`config.mk`:
```
export PLATFORM = sky130hd
export DESIGN_NAME = handshake_arb_syn_flat
export DESIGN_NICKNAME = d
export VERILOG_FILES = /design/src/rtl/handshake_pkg.sv /design/src/rtl/handshake_arb_syn_if.sv /design/src/rtl/rr_pick_syn.sv /design/src/rtl/handshake_arb_syn.sv /design/src/flat_wrapper.sv
export SDC_FILE = /design/constraint.sdc
export NUM_CORES = 1
export LEC_CHECK = 0
export BUFFER_PORTS_ARGS = -buffer_cell sky130_fd_sc_hd__buf_2
export CORE_MARGIN = 2
export CORE_UTILIZATION = 47
export DETAILED_ROUTE_END_ITERATION = 16
export PLACE_DENSITY_LB_ADDON = 0.1
export SYNTH_ARGS = -nofsm -noshare
export SYNTH_HDL_FRONTEND = slang
export SYNTH_HIERARCHICAL = 1
export SYNTH_SLANG_ARGS = --single-unit
export TNS_END_PERCENT = 30
```
`constraint.sdc`:
```
create_clock -name clk -period 2.23 [get_ports clk]
set_clock_uncertainty 0.1 [all_clocks]
set_input_delay 0.3345 -clock clk [delete_from_list [all_inputs] [get_ports clk]]
set_output_delay 0.3345 -clock clk [all_outputs]
set_load 0.01 [all_outputs]
```
`src/rtl/handshake_pkg.sv`:
```
// Shared types and helpers for the multi-channel handshake arbiter.
// Provides the tag-width function and the per-channel state encoding.
package handshake_pkg;

    typedef enum logic {
        ST_IDLE = 1'b0,
        ST_PEND = 1'b1
    } ch_st_e;

    // Tag width: at least one bit, even for a single channel.
    function automatic int clog2w(input int n);
        int w;
        w = $clog2(n);
        return (w < 1) ? 1 : w;
    endfunction

endpackage

```
`src/rtl/handshake_arb_syn_if.sv`:
```
// Bus bundle between CH producers, the arbiter and the shared sink.
// Ports: sready/din/sidle (source side), dbusy/dvalid/dout/dch (sink side).
interface handshake_arb_syn_if
    import handshake_pkg::*;
#(
    parameter int WIDTH = 8,
    parameter int CH    = 4
);

    localparam int CHW = clog2w(CH);

    logic [CH-1:0]       sready;
    logic [CH*WIDTH-1:0] din;
    logic [CH-1:0]       sidle;
    logic                dbusy;
    logic                dvalid;
    logic [WIDTH-1:0]    dout;
    logic [CHW-1:0]      dch;

    modport slave (
        input  sready,
        input  din,
        input  dbusy,
        output sidle,
        output dvalid,
        output dout,
        output dch
    );

    modport master (
        output sready,
        output din,
        output dbusy,
        input  sidle,
        input  dvalid,
        input  dout,
        input  dch
    );

endinterface

```
`src/rtl/rr_pick_syn.sv`:
```
// Combinational round-robin picker: first set req bit from ptr upward.
// Ports: req (requests), ptr (start index), any (a request exists), win.
module rr_pick_syn
    import handshake_pkg::*;
#(
    parameter int CH  = 4,
    parameter int CHW = clog2w(CH)
)(
    input  logic [CH-1:0]  req,
    input  logic [CHW-1:0] ptr,
    output logic           any,
    output logic [CHW-1:0] win
);

    // Walk offsets from farthest to nearest so the nearest hit wins.
    always_comb begin
        any = 1'b0;
        win = '0;
        for (int k = CH - 1; k >= 0; k--) begin
            int idx;
            idx = int'(ptr) + k;
            if (idx >= CH) begin
                idx = idx - CH;
            end
            if (req[idx]) begin
                any = 1'b1;
                win = CHW'(idx);
            end
        end
    end

endmodule

```
`src/rtl/handshake_arb_syn.sv`:
```
// Single-clock CH-channel holding-register arbiter onto one sink port.
// Ports: clk, rst (async, active high), bus (slave view of the bundle).
module handshake_arb_syn
    import handshake_pkg::*;
#(
    parameter int WIDTH = 8,
    parameter int CH    = 4
)(
    input  logic              clk,
    input  logic              rst,
    handshake_arb_syn_if.slave bus
);

    localparam int CHW = clog2w(CH);

    ch_st_e           st_q [CH];
    ch_st_e           st_d [CH];
    logic [CH-1:0]    pend;
    logic [WIDTH-1:0] hold [CH];
    logic [CHW-1:0]   ptr;
    logic [CHW-1:0]   win;
    logic             any;
    logic             grant;
    logic             dvalid_q;
    logic [WIDTH-1:0] dout_q;
    logic [CHW-1:0]   dch_q;

    always_comb begin
        pend = '0;
        for (int i = 0; i < CH; i++) begin
            pend[i] = (st_q[i] == ST_PEND);
        end
    end

    rr_pick_syn #(
        .CH  (CH),
        .CHW (CHW)
    ) u_pick (
        .req (pend),
        .ptr (ptr),
        .any (any),
        .win (win)
    );

    assign grant = any & ~bus.dbusy;

    always_ff @(posedge clk or posedge rst) begin
        if (rst) begin
            for (int i = 0; i < CH; i++) begin
                st_q[i] <= ST_IDLE;
            end
        end else begin
            st_q <= st_d;
        end
    end

    // Capture needs IDLE and release needs PEND, so the two never
    // collide on one channel.
    always_comb begin
        st_d = st_q;
        for (int i = 0; i < CH; i++) begin
            unique case (st_q[i])
                ST_IDLE: begin
                    if (bus.sready[i]) begin
                        st_d[i] = ST_PEND;
                    end
                end
                ST_PEND: begin
                    if (grant && (win == CHW'(i))) begin
                        st_d[i] = ST_IDLE;
                    end
                end
                default: st_d[i] = ST_IDLE;
            endcase
        end
    end

    always_ff @(posedge clk or posedge rst) begin
        if (rst) begin
            for (int i = 0; i < CH; i++) begin
                hold[i] <= '0;
            end
        end else begin
            for (int i = 0; i < CH; i++) begin
                if ((st_q[i] == ST_IDLE) && bus.sready[i]) begin
                    hold[i] <= bus.din[i*WIDTH +: WIDTH];
                end
            end
        end
    end

    // Pointer moves just past the winner, wrapping at CH-1.
    always_ff @(posedge clk or posedge rst) begin
        if (rst) begin
            dvalid_q <= 1'b0;
            dout_q   <= '0;
            dch_q    <= '0;
            ptr      <= '0;
        end else if (grant) begin
            dvalid_q <= 1'b1;
            dout_q   <= hold[win];
            dch_q    <= win;
            ptr      <= (win == CHW'(CH - 1)) ? '0 : win + 1'b1;
        end else begin
            dvalid_q <= 1'b0;
        end
    end

    assign bus.sidle  = ~pend;
    assign bus.dvalid = dvalid_q;
    assign bus.dout   = dout_q;

    generate
        if (CH == 1) begin : g_one
            assign bus.dch = '0;
        end else begin : g_many
            assign bus.dch = dch_q;
        end
    endgenerate

endmodule

```
`src/flat_wrapper.sv`:
```
// flat-port wrapper written by rule: the top's interface ports become plain ports
module handshake_arb_syn_flat import handshake_pkg::*;
#(
    parameter int WIDTH = 8,
    parameter int CH    = 4
)
  (clk, rst, bus_sready, bus_din, bus_dbusy, bus_sidle, bus_dvalid, bus_dout, bus_dch);
  handshake_arb_syn_if #(.WIDTH(WIDTH), .CH(CH)) bus_i ();
  input  logic clk;
  input  logic rst;
  input wire logic [$bits(bus_i.sready)-1:0] bus_sready;
  input wire logic [$bits(bus_i.din)-1:0] bus_din;
  input wire logic [$bits(bus_i.dbusy)-1:0] bus_dbusy;
  output wire logic [$bits(bus_i.sidle)-1:0] bus_sidle;
  output wire logic [$bits(bus_i.dvalid)-1:0] bus_dvalid;
  output wire logic [$bits(bus_i.dout)-1:0] bus_dout;
  output wire logic [$bits(bus_i.dch)-1:0] bus_dch;
  assign bus_i.sready = bus_sready;
  assign bus_i.din = bus_din;
  assign bus_i.dbusy = bus_dbusy;
  assign bus_sidle = bus_i.sidle;
  assign bus_dvalid = bus_i.dvalid;
  assign bus_dout = bus_i.dout;
  assign bus_dch = bus_i.dch;
  handshake_arb_syn #(.WIDTH(WIDTH), .CH(CH)) u_core (.clk(clk), .rst(rst), .bus(bus_i));
endmodule
```
==> impl_metrics.json <==
{
  "grt_start_max_net_pins": 50,
  "overflow": 0,
  "synthAdderAreaFrac": 0.0225,
  "clkLatencyLatePin_ns": 0.30,
  "drt-wirelength-per-cell_um": 16.6,
  "combinationalPowerShare": 0.478,
  "fp-row-count": 25,
  "ff2ff_path_depth": 5,
  "period_share": 0.936,
  "pin_count": 54,
  "fillCellCount": 397,
  "rsz0062_at_grt": "false",
  "setup_tns_ns": 0,
  "relSlewSlack": 0.595,
  "dpl_worst_slack_ns": 0.139,
  "setup_viol_count_final": 0,
  "ir_drop_uv": 578,
  "crit_start": "u_core/ptr[1]",
  "dp.cells": 261,
  "num_antenna_cells": 0,
  "core_um2": 4630,
  "ys_warn_count": 6,
  "avgSynthCellArea_um2": 15.3,
  "synth_cells": 146,
  "place_hpwl_mm": 3.25,
  "power_leakage_uw": 0.00131,
  "area_growth_pct": 22.7,
  "drt_wl_total_mm": 4.45,
  "hold_viol": 0,
  "start_kind": "register",
  "die_w_um": 72.8,
  "grt_pass1_wl_mm": 7.14,
  "antenna_found_initial": 0,
  "drt-vias-per-instance": 5.21,
  "cp_max_fo": 6,
  "period_minus_slack_ns": 2.09,
  "cts_hold_buf": 0,
  "grt_use_total": 0.184,
  "arrival_ns": 2.18,
  "fp.dieArea_um2": 5300,
  "post_cts_buffers": 0,
  "grt_pass1_vias": 1453,
  "synth_cell_types": 21,
  "synth_top_family_by_area": "multiplexers",
  "power_density_nw_per_um2": 1560,
  "hold_path.class": "in -> async",
  "mostFrequentLayoutCells": "53 x buf_2, 49 x dfrtp_1, 37 x mux2_2",
  "synth_nets": 189,
  "end_kind": "register",
  "ys_seq_area_frac": 0.551,
  "r2r_setup_slack_ns": 0.14,
  "dieHeight_um": 72.8,
  "fin_ws_ns": 0.142,
  "cts-root-buf": "clkbuf_8",
  "ys_ff_latch": 49,
  "worstMarginPinSlew_ns": 0.607,
  "reg2reg_from": "u_core/ptr[1]",
  "portBuffers": 53,
  "final_common_cell": "buf_2",
  "synth_mux_area_frac": 0.321,
  "drcViolationCount": 0,
  "synth-simple-area-share": 0.0483,
  "synth_compound_area_frac": 0.0247,
  "gp_congestion": 0.792,
  "syn_area_um2": 2230,
  "status": "finished, final reports clean",
  "synth_xor_area_frac": 0,
  "p_sw_uw": 1330,
  "clockBufferDepth": 2,
  "cts.sinks": 49,
  "cts_buffers": 5,
  "layout-drive-gt1-share": 0.603,
  "htree_levels": 2,
  "final_cells": 268,
  "clkPwrFrac": 0.141,
  "drt_pass1_iterations": 5,
  "crit_type": "reg -> reg",
  "antenna_left": 0,
  "cp.required_ns": 2.32,
  "cts_resized": 0,
  "layout.nets": 257,
  "regToRegEndpoint": "u_core/bus.dout[2]",
  "drv_slew": 0,
  "intPower_uw": 2920,
  "clk_pin_slew_ns": 0.08,
  "p_seq_frac": 0.380,
  "vias": 1395,
  "max_clock_freq_mhz": 479,
  "drt_iter0_drc": 60,
  "maxCapViolCount": 0,
  "initial_core_util": 0.481,
  "swShare": 0.313,
  "tritoncts": "built"
}
cell usage after synthesis:
cell type	number	share of area
dfrtp_1	49	0.55
mux2_2	37	0.19
inv_1	7	0.012
mux2_4	7	0.047
mux4_2	7	0.071
nor2_1	5	0.0084
nor2b_1	5	0.014
a21o_1	4	0.013
buf_2	4	0.0090
ha_1	4	0.022
nand3b_1	4	0.013
buf_6	2	0.010
nand2_1	2	0.0034
nand2b_1	2	0.0056
a211oi_1	1	0.0034
a211oi_2	1	0.0056
a21oi_1	1	0.0022
clkbuf_1	1	0.0017
mux2i_1	1	0.0045
mux4_1	1	0.012
nor3b_1	1	0.0034
logic make-up after synthesis:
logic type,count (synthesis)
fa+ha+maj,4
buf+inv,14
flops,49
simple gates,19
compound gates,7
mux,53
worst max-delay path, cell delays in order (launching register included):
cell and delay [ns]:
dfrtp_1 0.43, mux2i_1 0.15, a211oi_2 0.29, buf_4 0.23, mux4_2 0.51, mux2_4 0.27
layer usage:
metal | vias to the layer above | GRT usage | wire length, um
met3 | 5 | 0.0442 | 201
met4 | 0 | 0.0556 | 53
met2 | 38 | 0.305 | 2250
met1 | 706 | 0.241 | 1950
met5 | - | 0 | 0
li1 | 646 | - | -
stage by stage:
| step | hold WS, ns | instance area [um^2] | total power [uW] | utilization |
|---|---|---|---|---|
| after floorplan | 0.372 | 2230 | 3060 | - |
| after global placement | 0.382 | 2630 | 3590 | 0.568 |
| after detailed placement | 0.395 | 2630 | 3700 | 0.568 |
| after CTS | 0.117 | 2730 | 4320 | 0.590 |
| after global routing | 0.149 | 2730 | 4560 | 0.590 |
| final | 0.0953 | 2730 | 4250 | 0.590 |
cell type report:
type | count | area (um^2) | area share
Clock inverter | 2 | 35.0 | 0.0128
Timing Repair Buffer | 68 | 378 | 0.138
Sequential cell | 49 | 1230 | 0.449
Clock buffer | 5 | 68.8 | 0.0252
Multi-Input combinational cell | 83 | 931 | 0.341
Inverter | 7 | 26.3 | 0.00962
Tap cell | 54 | 67.6 | 0.0247
state kept, by name (all words and copies together), names as in the netlist:
| register | count |
|---|---|
| u_core/hold | 32 |
| u_core/bus.dout | 8 |
| u_core/pend | 4 |
| u_core/bus.dch | 2 |
| u_core/ptr | 2 |
| u_core/bus.dvalid | 1 |
how the worst max path moves through the flow:
stage | end | cells after the start
detailed placement | u_core/bus.dout[2] | 5
global placement | u_core/bus.dout[6] | 5
floorplan | u_core/bus.dout[0] | 5
finish | u_core/bus.dout[2] | 5
CTS | u_core/bus.dout[2] | 5
global route | u_core/bus.dout[6] | 6
power groups by stage:
stage	clock, uW	sequential [uW]	combinational [uW]
2_1_floorplan	0	1600	1460
5_1_grt	658	1680	2220
6_report	601	1620	2040
4_1_cts	622	1620	2070
3_3_place_gp	0	1600	1980
3_5_place_dp	0	1640	2060
Power figures use the tool's default switching activity.
